--- config.mk ---
export PLATFORM = sky130hd
export DESIGN_NAME = serial_accum_pe_flat
export DESIGN_NICKNAME = d
export VERILOG_FILES = /design/src/rtl/serial_accum_pe_pkg.sv /design/src/rtl/serial_accum_pe_if.sv /design/src/rtl/serial_accum_pe_full_adder.sv /design/src/rtl/serial_accum_pe.sv /design/src/flat_wrapper.sv
export SDC_FILE = /design/constraint.sdc
export NUM_CORES = 1
export LEC_CHECK = 0
export ABC_AREA = 1
export CAP_MARGIN = 0
export CORE_UTILIZATION = 55
export CTS_BUF_LIST = sky130_fd_sc_hd__clkbuf_4
export DETAILED_ROUTE_END_ITERATION = 8
export PLACE_DENSITY = 0.81
export REMOVE_ABC_BUFFERS = 1
export SLEW_MARGIN = 20
export SYNTH_ARGS = -nofsm -noshare
export SYNTH_HDL_FRONTEND = slang
export SYNTH_SLANG_ARGS = --single-unit
--- constraint.sdc ---
create_clock -name clk -period 1.5 [get_ports clk]
set_input_delay 0.3 -clock clk [delete_from_list [all_inputs] [get_ports clk]]
set_output_delay 0.3 -clock clk [all_outputs]
set_load 0.02 [all_outputs]
--- src/rtl/serial_accum_pe_pkg.sv ---
// serial_accum_pe_pkg: shared state type and counter sizing for the serial accumulating PE
package serial_accum_pe_pkg;
  typedef enum logic {IDLE, RUN} state_t;
  function automatic int cnt_w(input int w);
    return (w <= 1) ? 1 : $clog2(w);
  endfunction
endpackage

--- src/rtl/serial_accum_pe_if.sv ---
// serial_accum_pe_if: serial operand stream in, systolic pass-through and accumulator result out
interface serial_accum_pe_if #(parameter int WIDTH = 8);
  logic             start_in;
  logic             clr_in;
  logic             a_in;
  logic             a_out;
  logic             start_out;
  logic             clr_out;
  logic             sum_out;
  logic [WIDTH-1:0] acc_q;
  logic             acc_valid;
  logic             overflow;
  modport master (
    output start_in, clr_in, a_in,
    input  a_out, start_out, clr_out, sum_out, acc_q, acc_valid, overflow
  );
  modport slave (
    input  start_in, clr_in, a_in,
    output a_out, start_out, clr_out, sum_out, acc_q, acc_valid, overflow
  );
endinterface

--- src/rtl/serial_accum_pe_full_adder.sv ---
// full_adder: one-bit full adder cell with enable gating its outputs low
module full_adder (
  input  logic a,
  input  logic b,
  input  logic ci,
  input  logic en,
  output logic s,
  output logic co
);
  assign s  = en & (a ^ b ^ ci);
  assign co = en & ((a & b) | (ci & (a ^ b)));
endmodule

--- src/rtl/serial_accum_pe.sv ---
// serial_accum_pe: bit-serial LSB-first accumulator PE with systolic pass-through
module serial_accum_pe
  import serial_accum_pe_pkg::*;
#(
  parameter int WIDTH = 8
) (
  input logic              clk,
  input logic              rst_n,
  input logic              en,
  serial_accum_pe_if.slave pe
);
  localparam int CNT_W = cnt_w(WIDTH);
  localparam logic [CNT_W-1:0] LAST = CNT_W'(WIDTH - 1);
  state_t           state_q, state_d;
  logic             carry_q, carry_d;
  logic [CNT_W-1:0] bit_cnt_q, bit_cnt_d;
  logic [WIDTH-1:0] shreg_q, shreg_d;
  logic [WIDTH-1:0] acc_q, acc_d;
  logic             acc_valid_q, acc_valid_d;
  logic             overflow_q, overflow_d;
  logic             a_out_q, a_out_d;
  logic             start_out_q, start_out_d;
  logic             clr_out_q, clr_out_d;
  logic             sum_out_q, sum_out_d;
  logic             start, run, last, fa_b, fa_ci, sum, cout;
  logic [WIDTH-1:0] src, nxt;
  always_comb begin
    start = en & pe.start_in;
    run   = en & ~pe.start_in & (state_q == RUN);
    last  = start ? (WIDTH == 1) : run & (bit_cnt_q == LAST);
    src   = start ? (pe.clr_in ? '0 : acc_q) : shreg_q;
    fa_b  = src[0];
    fa_ci = ~start & carry_q;
    nxt   = (src >> 1) | (WIDTH'(sum) << (WIDTH - 1));
  end
  full_adder u_fa (
    .a (pe.a_in),
    .b (fa_b),
    .ci(fa_ci),
    .en(1'b1),
    .s (sum),
    .co(cout)
  );
  always_comb begin
    state_d     = last ? IDLE : start ? RUN : state_q;
    carry_d     = last ? 1'b0 : (start | run) ? cout : carry_q;
    bit_cnt_d   = last ? '0 : start ? CNT_W'(1) : run ? bit_cnt_q + CNT_W'(1) : bit_cnt_q;
    shreg_d     = (start | run) ? nxt : shreg_q;
    acc_d       = last ? nxt : acc_q;
    overflow_d  = last ? cout : overflow_q;
    acc_valid_d = last;
    a_out_d     = en ? pe.a_in : a_out_q;
    start_out_d = en ? pe.start_in : start_out_q;
    clr_out_d   = en ? pe.clr_in : clr_out_q;
    sum_out_d   = en ? (start | (state_q == RUN)) & sum : sum_out_q;
  end
  always_ff @(posedge clk or negedge rst_n) begin
    if (!rst_n) begin
      state_q     <= IDLE;
      carry_q     <= 1'b0;
      bit_cnt_q   <= '0;
      shreg_q     <= '0;
      acc_q       <= '0;
      acc_valid_q <= 1'b0;
      overflow_q  <= 1'b0;
      a_out_q     <= 1'b0;
      start_out_q <= 1'b0;
      clr_out_q   <= 1'b0;
      sum_out_q   <= 1'b0;
    end else begin
      state_q     <= state_d;
      carry_q     <= carry_d;
      bit_cnt_q   <= bit_cnt_d;
      shreg_q     <= shreg_d;
      acc_q       <= acc_d;
      acc_valid_q <= acc_valid_d;
      overflow_q  <= overflow_d;
      a_out_q     <= a_out_d;
      start_out_q <= start_out_d;
      clr_out_q   <= clr_out_d;
      sum_out_q   <= sum_out_d;
    end
  end
  assign pe.acc_q     = acc_q;
  assign pe.acc_valid = acc_valid_q;
  assign pe.overflow  = overflow_q;
  assign pe.a_out     = a_out_q;
  assign pe.start_out = start_out_q;
  assign pe.clr_out   = clr_out_q;
  assign pe.sum_out   = sum_out_q;
endmodule

--- src/flat_wrapper.sv ---
// flat-port wrapper written by rule: the top's interface ports become plain ports
module serial_accum_pe_flat import serial_accum_pe_pkg::*;
#(
  parameter int WIDTH = 8
)
  (clk, rst_n, en, pe_start_in, pe_clr_in, pe_a_in, pe_a_out, pe_start_out, pe_clr_out, pe_sum_out, pe_acc_q, pe_acc_valid, pe_overflow);
  serial_accum_pe_if #(.WIDTH(WIDTH)) pe_i ();
  input logic clk;
  input logic rst_n;
  input logic en;
  input wire logic [$bits(pe_i.start_in)-1:0] pe_start_in;
  input wire logic [$bits(pe_i.clr_in)-1:0] pe_clr_in;
  input wire logic [$bits(pe_i.a_in)-1:0] pe_a_in;
  output wire logic [$bits(pe_i.a_out)-1:0] pe_a_out;
  output wire logic [$bits(pe_i.start_out)-1:0] pe_start_out;
  output wire logic [$bits(pe_i.clr_out)-1:0] pe_clr_out;
  output wire logic [$bits(pe_i.sum_out)-1:0] pe_sum_out;
  output wire logic [$bits(pe_i.acc_q)-1:0] pe_acc_q;
  output wire logic [$bits(pe_i.acc_valid)-1:0] pe_acc_valid;
  output wire logic [$bits(pe_i.overflow)-1:0] pe_overflow;
  assign pe_i.start_in = pe_start_in;
  assign pe_i.clr_in = pe_clr_in;
  assign pe_i.a_in = pe_a_in;
  assign pe_a_out = pe_i.a_out;
  assign pe_start_out = pe_i.start_out;
  assign pe_clr_out = pe_i.clr_out;
  assign pe_sum_out = pe_i.sum_out;
  assign pe_acc_q = pe_i.acc_q;
  assign pe_acc_valid = pe_i.acc_valid;
  assign pe_overflow = pe_i.overflow;
  serial_accum_pe #(.WIDTH(WIDTH)) u_core (.clk(clk), .rst_n(rst_n), .en(en), .pe(pe_i));
endmodule
==> results.md <==
- Max Cap Viol: 0
- Num CTS Buffers: 3
- Pre-antenna DRT Iters: 4
- Vias in the first global route: 1003
- Clock-pin slew on the worst setup and hold paths: 0.14 ns
- Worst Setup Path Type: in -> reg
- Worst slew pin tran: 0.333 ns
- CTS H-tree depth: 1
- RSZ-0062 raised after global routing: no
- CP Data Arrival Time: 1.66 ns
- WL per Instance: 12.1 µm
- Power Dens Cells: 1300 nW/µm²
- Nets: 198
- Root Buffer: clkbuf_4
- Startpoint types: primary input
- # rows: 17
- Worst-path fanout max: 2
- Synth warn: 0
- Grt total ovfl: 0
- Total power: 2.04 mW
- Clock Skews: 0.00990 ns
- Largest net degree at the start of global routing: 28
- Post-Route WL: 2610 µm
- Mapped Cells: 156
- Flop and latch count out of synthesis: 27
- Syn avg cell area: 8.19 µm²
- CTS Buffer Depth: 2
- DP Worst Slack: -0.436 ns
- Top-area cell type share of the netlist area: 0.529
- DRC: 0
- IO buf count: 19
- Hold Violations, Final: 0
- Initial Utilization: 0.583
- Slew headroom: 0.778
- Setup violators final: 0
- Die area: 2520 µm²
- DP Area: 1540 µm²
- Met3 Track Usage GR: 0.0545
- Post-route cell area: 1570 µm²
- WP data required: 1.73 ns
- Via Count: 1100
- Total GRT Usage: 0.242
- Minimum clock period: 1.43 ns
- Pins over their slew limit: 0
- Status: finished clean
- Cts hold-fix bufs: 0
- HPWL after DPL: 1830 µm
- Layout Area Growth over Synthesis: 22.8%
- Clock tree from TritonCTS: done
- Period utilization: 0.954
- Sequential area share after synthesis: 0.529
- Initial antenna violation count: 0
- Worst skew pair latency: 0.33 ns
- Ports: 20
- Via/cell ratio: 5.09
- First-pass GRT wire length: 4440 µm
- Final GP Congestion: 0.907
- Synthesized area: 1280 µm²
- CP Capture Type: flop
- Static leakage: 0.916 nW
- Peak supply drop: 0.886 mV
- Layout cells sized above 1: 0.149
- Biggest regs: u_core.pe.acc_q: 8 flops, u_core.shreg_q: 8 flops, u_core.bit_cnt_q: 3 flops
- Hold Path Class: in -> async
- Yosys top cell by area: dfrtp_1
- Grt met1 use: 0.320
- Die height: 50.2 µm
- Ant diodes: 0
- Fmax: 699 MHz
- Clock Sinks: 27
- Final worst setup slack: 0.0697 ns
- Top post-synthesis cells by area: dfrtp_1 53%, nand2_1 22%, nand3_1 5.9%
- Die width: 50.2 µm
- Post-synth cell types: 15
- Busiest layer in global routing: met2
- Core Region: 2190 µm²
- Routed Antenna Nets: 0
- Iter 0 DRT Violations: 20
- Grt met2 use: 0.391
==> final cells by class <==
class                   count  area (µm²)
well taps                  28        35.0
flip-flops and latches     27         676
clock buffers               4        30.0
inverters                  15        56.3
fillers                   162         622
multi-input cells         109         493
repair buffers             33         279
==> repair_timing <==
item,in CTS,in global routing
pin swaps,3,2
cloned,0,0
hold endpoints to repair,0,0
endpoints found under the setup margin,17,3
setup buffers,1,1
gates resized for setup,15,3
==> cells by family after synthesis <==
logic type | after synthesis | synth area share
and+or+nand+nor | 102 | 0.332
DFF | 27 | 0.529
buffers and inverters | 20 | 0.0881
AOI/OAI and AO/OA | 4 | 0.0157
adders and majority gates | 3 | 0.0353
==> metal layers <==
metal / wire length (µm) / up-vias
met1: 1200 / 523
met3: 113 / 5
met5: 0 / -
li1: - / 543
met2: 1260 / 29
met4: 38 / 0
==> final timing paths <==
path,from,to,slack [ns],cells past startpoint
max in group asynchronous,rst_n,u_core.pe.acc_q[3],0.92,2
hold / removal,rst_n,u_core.bit_cnt_q[2],0.32,2
setup reg to reg,u_core.pe.acc_q[0],u_core.shreg_q[7],0.08,5
setup / recovery,pe_clr_in,u_core.shreg_q[7],0.07,7
hold reg to reg,u_core.pe.a_out,u_core.pe.a_out,0.49,2
min in group clk,en,u_core.pe.a_out,0.46,4
==> layout by cell type, fill, tap and decap left out, drive strengths merged <==
master | synthesis | routed
clkbuf | 0 | 4
dlymetal6s2s | 0 | 1
buf | 5 | 14
fa | 1 | 1
nor2 | 7 | 7
ha | 2 | 2
nand3 | 15 | 15
inv | 14 | 15
dfrtp | 27 | 27
o21ai | 3 | 3
a21oi | 1 | 1
clkdlybuf4s50 | 0 | 3
nand4 | 2 | 2
dlygate4sd2 | 0 | 15
nand2 | 78 | 78
==> stage by stage <==
stage	instances	TNS [ns]	utilization	hold WS, ns
floorplan	151	0	-	0.00441
global placement	210	-2.19	0.701	0.453
detailed placement	210	-3.01	0.701	0.467
CTS	215	0	0.710	0.332
global route	216	0	0.716	0.344
finish	216	0	0.716	0.321
==> report_power, final <==
group | internal (mW) | total (mW) | switching, mW | leakage (nW)
Clock | 0.122 | 0.331 | 0.209 | 0.0184
Sequential | 0.911 | 1.03 | 0.120 | 0.344
Combinational | 0.269 | 0.674 | 0.405 | 0.554
Total | 1.30 | 2.04 | 0.734 | 0.916
==> critical path, stage by stage <==
cell and delay [ns]:
clkdlybuf4s50_1 0.47, inv_2 0.05, a21oi_2 0.11, nor2_1 0.07, fa_1 0.49, nand2_1 0.10, o21ai_0 0.08
==> cell usage after synthesis <==
cell type,count
nor2_4,1
dfrtp_1,27
fa_1,1
nand2_2,4
nor2_1,6
clkinv_1,1
inv_1,11
nand2_1,74
a21oi_1,1
buf_6,5
inv_2,3
ha_1,2
nand3_1,15
nand4_1,2
o21ai_0,3
No activity file was read; power rests on OpenSTA's default activity.
==> patch 1, RTL diff (same settings) <==
`WIDTH` is set to 8 in 3 places; all go to 12.
--- a/src/rtl/serial_accum_pe_if.sv
+++ b/src/rtl/serial_accum_pe_if.sv
@@ -1,5 +1,5 @@
 // serial_accum_pe_if: serial operand stream in, systolic pass-through and accumulator result out
-interface serial_accum_pe_if #(parameter int WIDTH = 8);
+interface serial_accum_pe_if #(parameter int WIDTH = 12);
   logic             start_in;
   logic             clr_in;
   logic             a_in;
--- a/src/rtl/serial_accum_pe.sv
+++ b/src/rtl/serial_accum_pe.sv
@@ -2,7 +2,7 @@
 module serial_accum_pe
   import serial_accum_pe_pkg::*;
 #(
-  parameter int WIDTH = 8
+  parameter int WIDTH = 12
 ) (
   input logic              clk,
   input logic              rst_n,
--- a/src/flat_wrapper.sv
+++ b/src/flat_wrapper.sv
@@ -1,7 +1,7 @@
 // flat-port wrapper written by rule: the top's interface ports become plain ports
 module serial_accum_pe_flat import serial_accum_pe_pkg::*;
 #(
-  parameter int WIDTH = 8
+  parameter int WIDTH = 12
 )
   (clk, rst_n, en, pe_start_in, pe_clr_in, pe_a_in, pe_a_out, pe_start_out, pe_clr_out, pe_sum_out, pe_acc_q, pe_acc_valid, pe_overflow);
   serial_accum_pe_if #(.WIDTH(WIDTH)) pe_i ();
Ports: changed (resized pe_acc_q); port bits go from 20 to 24. The function was not compared with the original's and may differ.
==> patch 1 against the unedited design <==
Non-clock buffer count grew 2. Sequential cell count up 9. First-iteration DRC count rose to 2.7 times the old value. Wire length rose by 32%. Synthesized area is 30% higher. Die area grew 29%. Total power shrank 11%. Register-to-register slack improved by 0.11 ns. Design area grew 30%. Worst setup slack got worse by 0.0046 ns. Critical path type unchanged.
==> patch 1: results (changes against the unedited design) <==
INFO  metric drt-wirelength-per-cell = 12.35 µm (+2.1%)
INFO  metric ys_types = 18 (+3)
INFO  metric slowest_stage = clkdlybuf4s50_1
INFO  metric synth.yosys.warnings = 0 (unchanged)
INFO  metric whs = 0.3289 ns (+0.007731 ns)
INFO  metric viasPerCell = 5.072 (-0.41%)
INFO  metric path_max_fanout = 5 (+3)
INFO  metric cts_root_buffer = clkbuf_4
INFO  metric worst_pin_slew = 0.2789 ns (-0.05414 ns)
INFO  metric initial_antenna_violation_count = 0 (unchanged)
INFO  metric worst_setup_hold_path_clk_slew = 0.10 ns (-0.04 ns)
INFO  metric h-tree-depth = 2 (+1)
INFO  metric cp_slowest_stage_delay = 0.49 ns (about the same)
INFO  metric number_of_global_route_vias_before_repair = 1330 (+33%)
INFO  metric buffer_ports.inserted = 23 (+4)
INFO  metric total_clock_buffers_created_by_cts = 5 (+2)
INFO  metric n_fill_cell = 236 (+46%)
INFO  metric drc_viols = 0 (unchanged)
INFO  metric finalClockSkew = 0.008532 ns (-0.001365 ns)
INFO  metric clock_path_buffers = 2 (unchanged)
INFO  metric maximum_number_of_pins_on_one_net_before_global_route_repair = 37 (+32%)
INFO  metric detailed_place_hpwl = 2.304 mm (+26%)
INFO  metric cpLargestDelayFamily = buffers and inverters
INFO  metric total_leakage_power = 1.167 nW (+27%)
INFO  metric dr.pass1.iters = 4 (unchanged)
INFO  metric layout-drive-gt1-share = 0.1290 (-0.01990)
INFO  metric nNetsFinal = 255 (+29%)
INFO  metric yosysSeqAreaShare = 0.5426 (+0.01368)
INFO  metric detailedRoute.firstIterationViolations = 53 (+170%)
INFO  metric global_route_wire_length_before_repair = 6.058 mm (+37%)
INFO  metric cts_setup_buffers = 0 (-1)
INFO  metric synthTopCellsByCount = 123 x nand2_1, 36 x dfrtp_1, 11 x o21ai_1
INFO  metric worst-r2r-setup-slack = 0.19 ns (+0.11 ns)
INFO  metric ys_top_cells_by_area = dfrtp_1 54%, nand2_1 28%, o21ai_1 3.3%
INFO  metric reg.largest.list = u_core.pe.acc_q (12), u_core.shreg_q (12), u_core.bit_cnt_q (4)
INFO  metric status = completed
INFO  metric placed_area = 1996 µm² (+30%)
INFO  metric place.gp.congestion = 0.7596 (-16%)
INFO  metric grt.total_usage = 0.2488 (+0.006501)
INFO  metric irDropWorstVdd = 670.6 µV (-24%)
INFO  metric critPathArrivalTime = 1.67 ns
INFO  metric main_flop_type_after_synthesis = dfrtp_1
==> patch 1: changes by cell type after synthesis, moves of 4 or more <==
cell,delta
buf_6,-4
nand3_1,-14
nand2_1,+49
dfrtp_1,+9
buf_2,+6
o21ai_1,+11
==> patch 1: final cells by class <==
cell class,count,area share
repair buffers,35,0.1590
clock inverters,1,0.001835
flip-flops and latches,36,0.4404
multi-input cells,157,0.3321
clock buffers,7,0.02569
inverters,12,0.02202
well taps,31,0.01896
==> patch 1: worst paths after layout <==
check | start | to | depth (start not counted)
worst max-delay path | en | u_core.pe.sum_out$_DFFE_PN0P_ | 6
worst min-delay path | rst_n | u_core.bit_cnt_q[1]$_DFFE_PN0P_ | 2
worst max register to register | u_core.bit_cnt_q[0]$_DFFE_PN0P_ | u_core.pe.acc_q[2]$_DFFE_PN0P_ | 6
worst min register to register | u_core.pe.a_out$_DFFE_PN0P_ | u_core.pe.a_out$_DFFE_PN0P_ | 2
max in group asynchronous | rst_n | u_core.carry_q$_DFFE_PN0P_ | 2
min in group clk | pe_start_in | u_core.pe.acc_valid$_DFF_PN0_ | 5
==> patch 1: through the flow <==
step / power, mW / utilization / instances / TNS (ns) / worst slack, ns
2_1_floorplan: 1.203 / - / 205 / -1.360 / -0.2965
3_3_place_gp: 1.322 / 0.7114 / 271 / -5.252 / -0.3728
3_5_place_dp: 1.329 / 0.7114 / 271 / -5.874 / -0.4415
4_1_cts: 1.829 / 0.7248 / 279 / 0 / 0.01422
5_1_grt: 1.920 / 0.7293 / 279 / 0 / 0.004652
6_report: 1.817 / 0.7293 / 279 / 0 / 0.06504
==> patch 1: metal layers <==
metal	vias up	wire [µm]	GRT usage
met5	-	0	0
met4	0	45	0.09756
met3	5	125	0.06349
met2	27	1684	0.3966
met1	668	1590	0.3313
li1	715	-	-
==> patch 1: cell families after synthesis <==
family	after synthesis	synth area share
simple gates	140	0.3361
flops	36	0.5426
buf+inv	20	0.05652
compound gates	15	0.04521
fa+ha+maj	2	0.01959
==> patch 1: report_power, final <==
group | switching (mW) | internal, mW
Clock | 0.296 | 0.216
Sequential | 0.0342 | 1.02
Combinational | 0.151 | 0.0960
Total | 0.481 | 1.34
==> patch 1: repair_timing <==
action / in CTS / in global routing
resized for setup: 20 / 5
endpoints found under the setup margin: 21 / 17
cloned: 0 / 0
hold endpoints to repair: 0 / 0
pin swaps: 0 / 2
==> patch 2, RTL diff (config.mk and constraints unchanged) <==
Without the edit above. Register the input `en` before use, without a reset. The logic sees it one clock later. The other inputs are not delayed to match.
--- a/src/rtl/serial_accum_pe.sv
+++ b/src/rtl/serial_accum_pe.sv
@@ -11,6 +11,13 @@
 );
   localparam int CNT_W = cnt_w(WIDTH);
   localparam logic [CNT_W-1:0] LAST = CNT_W'(WIDTH - 1);
+
+  logic en_q;
+
+  always_ff @(posedge clk) begin
+    en_q <= en;
+  end
+
   state_t           state_q, state_d;
   logic             carry_q, carry_d;
   logic [CNT_W-1:0] bit_cnt_q, bit_cnt_d;
@@ -25,8 +32,8 @@
   logic             start, run, last, fa_b, fa_ci, sum, cout;
   logic [WIDTH-1:0] src, nxt;
   always_comb begin
-    start = en & pe.start_in;
-    run   = en & ~pe.start_in & (state_q == RUN);
+    start = en_q & pe.start_in;
+    run   = en_q & ~pe.start_in & (state_q == RUN);
     last  = start ? (WIDTH == 1) : run & (bit_cnt_q == LAST);
     src   = start ? (pe.clr_in ? '0 : acc_q) : shreg_q;
     fa_b  = src[0];
@@ -49,10 +56,10 @@
     acc_d       = last ? nxt : acc_q;
     overflow_d  = last ? cout : overflow_q;
     acc_valid_d = last;
-    a_out_d     = en ? pe.a_in : a_out_q;
-    start_out_d = en ? pe.start_in : start_out_q;
-    clr_out_d   = en ? pe.clr_in : clr_out_q;
-    sum_out_d   = en ? (start | (state_q == RUN)) & sum : sum_out_q;
+    a_out_d     = en_q ? pe.a_in : a_out_q;
+    start_out_d = en_q ? pe.start_in : start_out_q;
+    clr_out_d   = en_q ? pe.clr_in : clr_out_q;
+    sum_out_d   = en_q ? (start | (state_q == RUN)) & sum : sum_out_q;
   end
   always_ff @(posedge clk or negedge rst_n) begin
     if (!rst_n) begin
Function: changed (a bounded check fails within 4 cycles, from zero or initial values and one cycle with rst_n low).
==> patch 2 against the unedited design <==
Worst setup slack lost 0.024 ns. Non-clock buffer count grew 5. Sequential cell count grew 1. Register-to-register slack lost 0.03 ns. Design area grew 6.9%. Wire length grew 12%. Total power shrank 22%. Synthesized area grew 4.2%.
==> patch 2: results (changes against the unedited design) <==
INFO  metric yosysSeqAreaShare = 0.5226 (-0.006337)
INFO  metric postRouteWirelength = 2.936 mm (+12%)
INFO  metric whs = 0.3156 ns (-0.005533 ns)
INFO  metric r2r_cells = 7 (+2)
INFO  metric detailedRoute.firstIterationViolations = 11 (-45%)
INFO  metric synthesized_area_fraction_occupied_by_ao_oa_aoi_and_oai_cells = 0.02632 (+0.01064)
INFO  metric detailedPlace.worstSlack = -0.4193 ns (+0.01670 ns)
INFO  metric detailed_place_hpwl = 2.185 mm (+19%)
INFO  metric total_leakage_power = 0.9451 nW (+3.1%)
INFO  metric number_of_global_route_vias_before_repair = 1250 (+25%)
INFO  metric irDropWorstVdd = 762.6 µV (-14%)
INFO  metric worst-r2r-setup-slack = 0.05 ns (-0.03 ns)
INFO  metric route.layer.met1.wl = 1.305 mm (+8.8%)
INFO  metric finalClockSkew = 0.02491 ns (+0.01501 ns)
INFO  metric post_synth_mux_area_share = 0.008459 (+0.008459)
INFO  metric avgSynthCellArea = 8.589 µm² (+4.9%)
INFO  metric path_max_fanout = 4 (+2)
INFO  metric viasPerCell = 5.091 (about the same)
INFO  metric place.gp.congestion = 0.8280 (-8.7%)
INFO  metric r2r-end = u_core.pe.sum_out$_DFFE_PN0P_
INFO  metric total_clock_buffers_created_by_cts = 3 (unchanged)
INFO  metric layout-drive-gt1-share = 0.2135 (+0.06461)
INFO  metric worst_pin_slew = 0.3371 ns (+0.004040 ns)
INFO  metric global_route_wire_length_before_repair = 5.319 mm (+20%)
INFO  metric ys_top_cells_by_area = dfrtp_1 51%, nand2_1 20%, buf_6 4.2%
INFO  metric synthArstFlopShare = 0.9643 (-0.03571)
INFO  metric worst_setup_hold_path_clk_slew = 0.16 ns (+0.02 ns)
INFO  metric cpLargestDelayFamily = adder cells
INFO  metric synthAdderAreaFrac = 0.03383 (-0.001425)
INFO  metric met2RoutedLength = 1.539 mm (+22%)
INFO  metric nNetsFinal = 202 (+2.0%)
INFO  metric synthTopCellsByCount = 70 x nand2_1, 27 x dfrtp_1, 13 x inv_1
INFO  metric post_layout_nonfiller_instances = 220 (+1.9%)
INFO  metric status = completed
INFO  metric critical_path.reg2reg.startpoint = u_core.en_q$_DFF_P_
INFO  metric cts_setup_buffers = 0 (-1)
INFO  metric wl_met3 = 67 µm (-41%)
INFO  metric cp_slowest_stage_delay = 0.46 ns (-0.03 ns)
patch 2: layer usage:
layer	GRT usage	up-vias
li1	-	551
met3	0.04167	2
met1	0.3229	545
met5	0	-
met4	0.1019	0
met2	0.4912	22
patch 2: repair_timing:
action	4_1_cts	5_1_grt
endpoints found under the setup margin	17	5
cloned	0	0
pin swaps	0	4
gates resized for setup	15	8
patch 2: how the worst max path moves through the flow:
| stage | startpoint | slack, ns | end | cells after the start |
|---|---|---|---|---|
| after global placement | pe_start_in | -0.37 | u_core.pe.sum_out$_DFFE_PN0P_ | 8 |
| after floorplan | u_core.en_q$_DFF_P_ | -0.19 | u_core.pe.sum_out$_DFFE_PN0P_ | 7 |
| after detailed placement | pe_start_in | -0.42 | u_core.pe.sum_out$_DFFE_PN0P_ | 8 |
| final | u_core.en_q$_DFF_P_ | 0.05 | u_core.pe.sum_out$_DFFE_PN0P_ | 7 |
| after CTS | u_core.en_q$_DFF_P_ | 0.0007 | u_core.pe.sum_out$_DFFE_PN0P_ | 7 |
| after global routing | u_core.en_q$_DFF_P_ | -0.04 | u_core.pe.sum_out$_DFFE_PN0P_ | 7 |
patch 2: logic make-up (layout without fill, tap and decap cells):
group	after synthesis	after routing
compound gates	7	7
simple gates	96	96
mux	1	1
buf+inv	20	57
flops	28	28
fa+ha+maj	3	3
patch 2: stage by stage:
step | TNS, ns | util | instance area (µm²)
global placement | -2.162 | 0.7286 | 1643
finish | 0 | 0.7436 | 1677
CTS | 0 | 0.7336 | 1654
detailed placement | -2.742 | 0.7286 | 1643
floorplan | -0.4753 | - | 1275
global route | -0.05063 | 0.7436 | 1677
patch 2: cell type report:
type	instances	area [µm²]
sequential	28	696.9
fill	178	578.1
multi-input combinational	107	541.8
timing repair buffer	38	316.6
inverter	15	56.30
tap	28	35.03
clock buffer	4	30.03
patch 2: power groups by stage:
stage | logic (mW) | registers, mW | clock network [mW]
finish | 0.359 | 0.895 | 0.341
global route | 0.406 | 0.906 | 0.361
global placement | 0.344 | 0.899 | 0
CTS | 0.346 | 0.890 | 0.340
floorplan | 0.172 | 0.927 | 0
detailed placement | 0.362 | 0.906 | 0
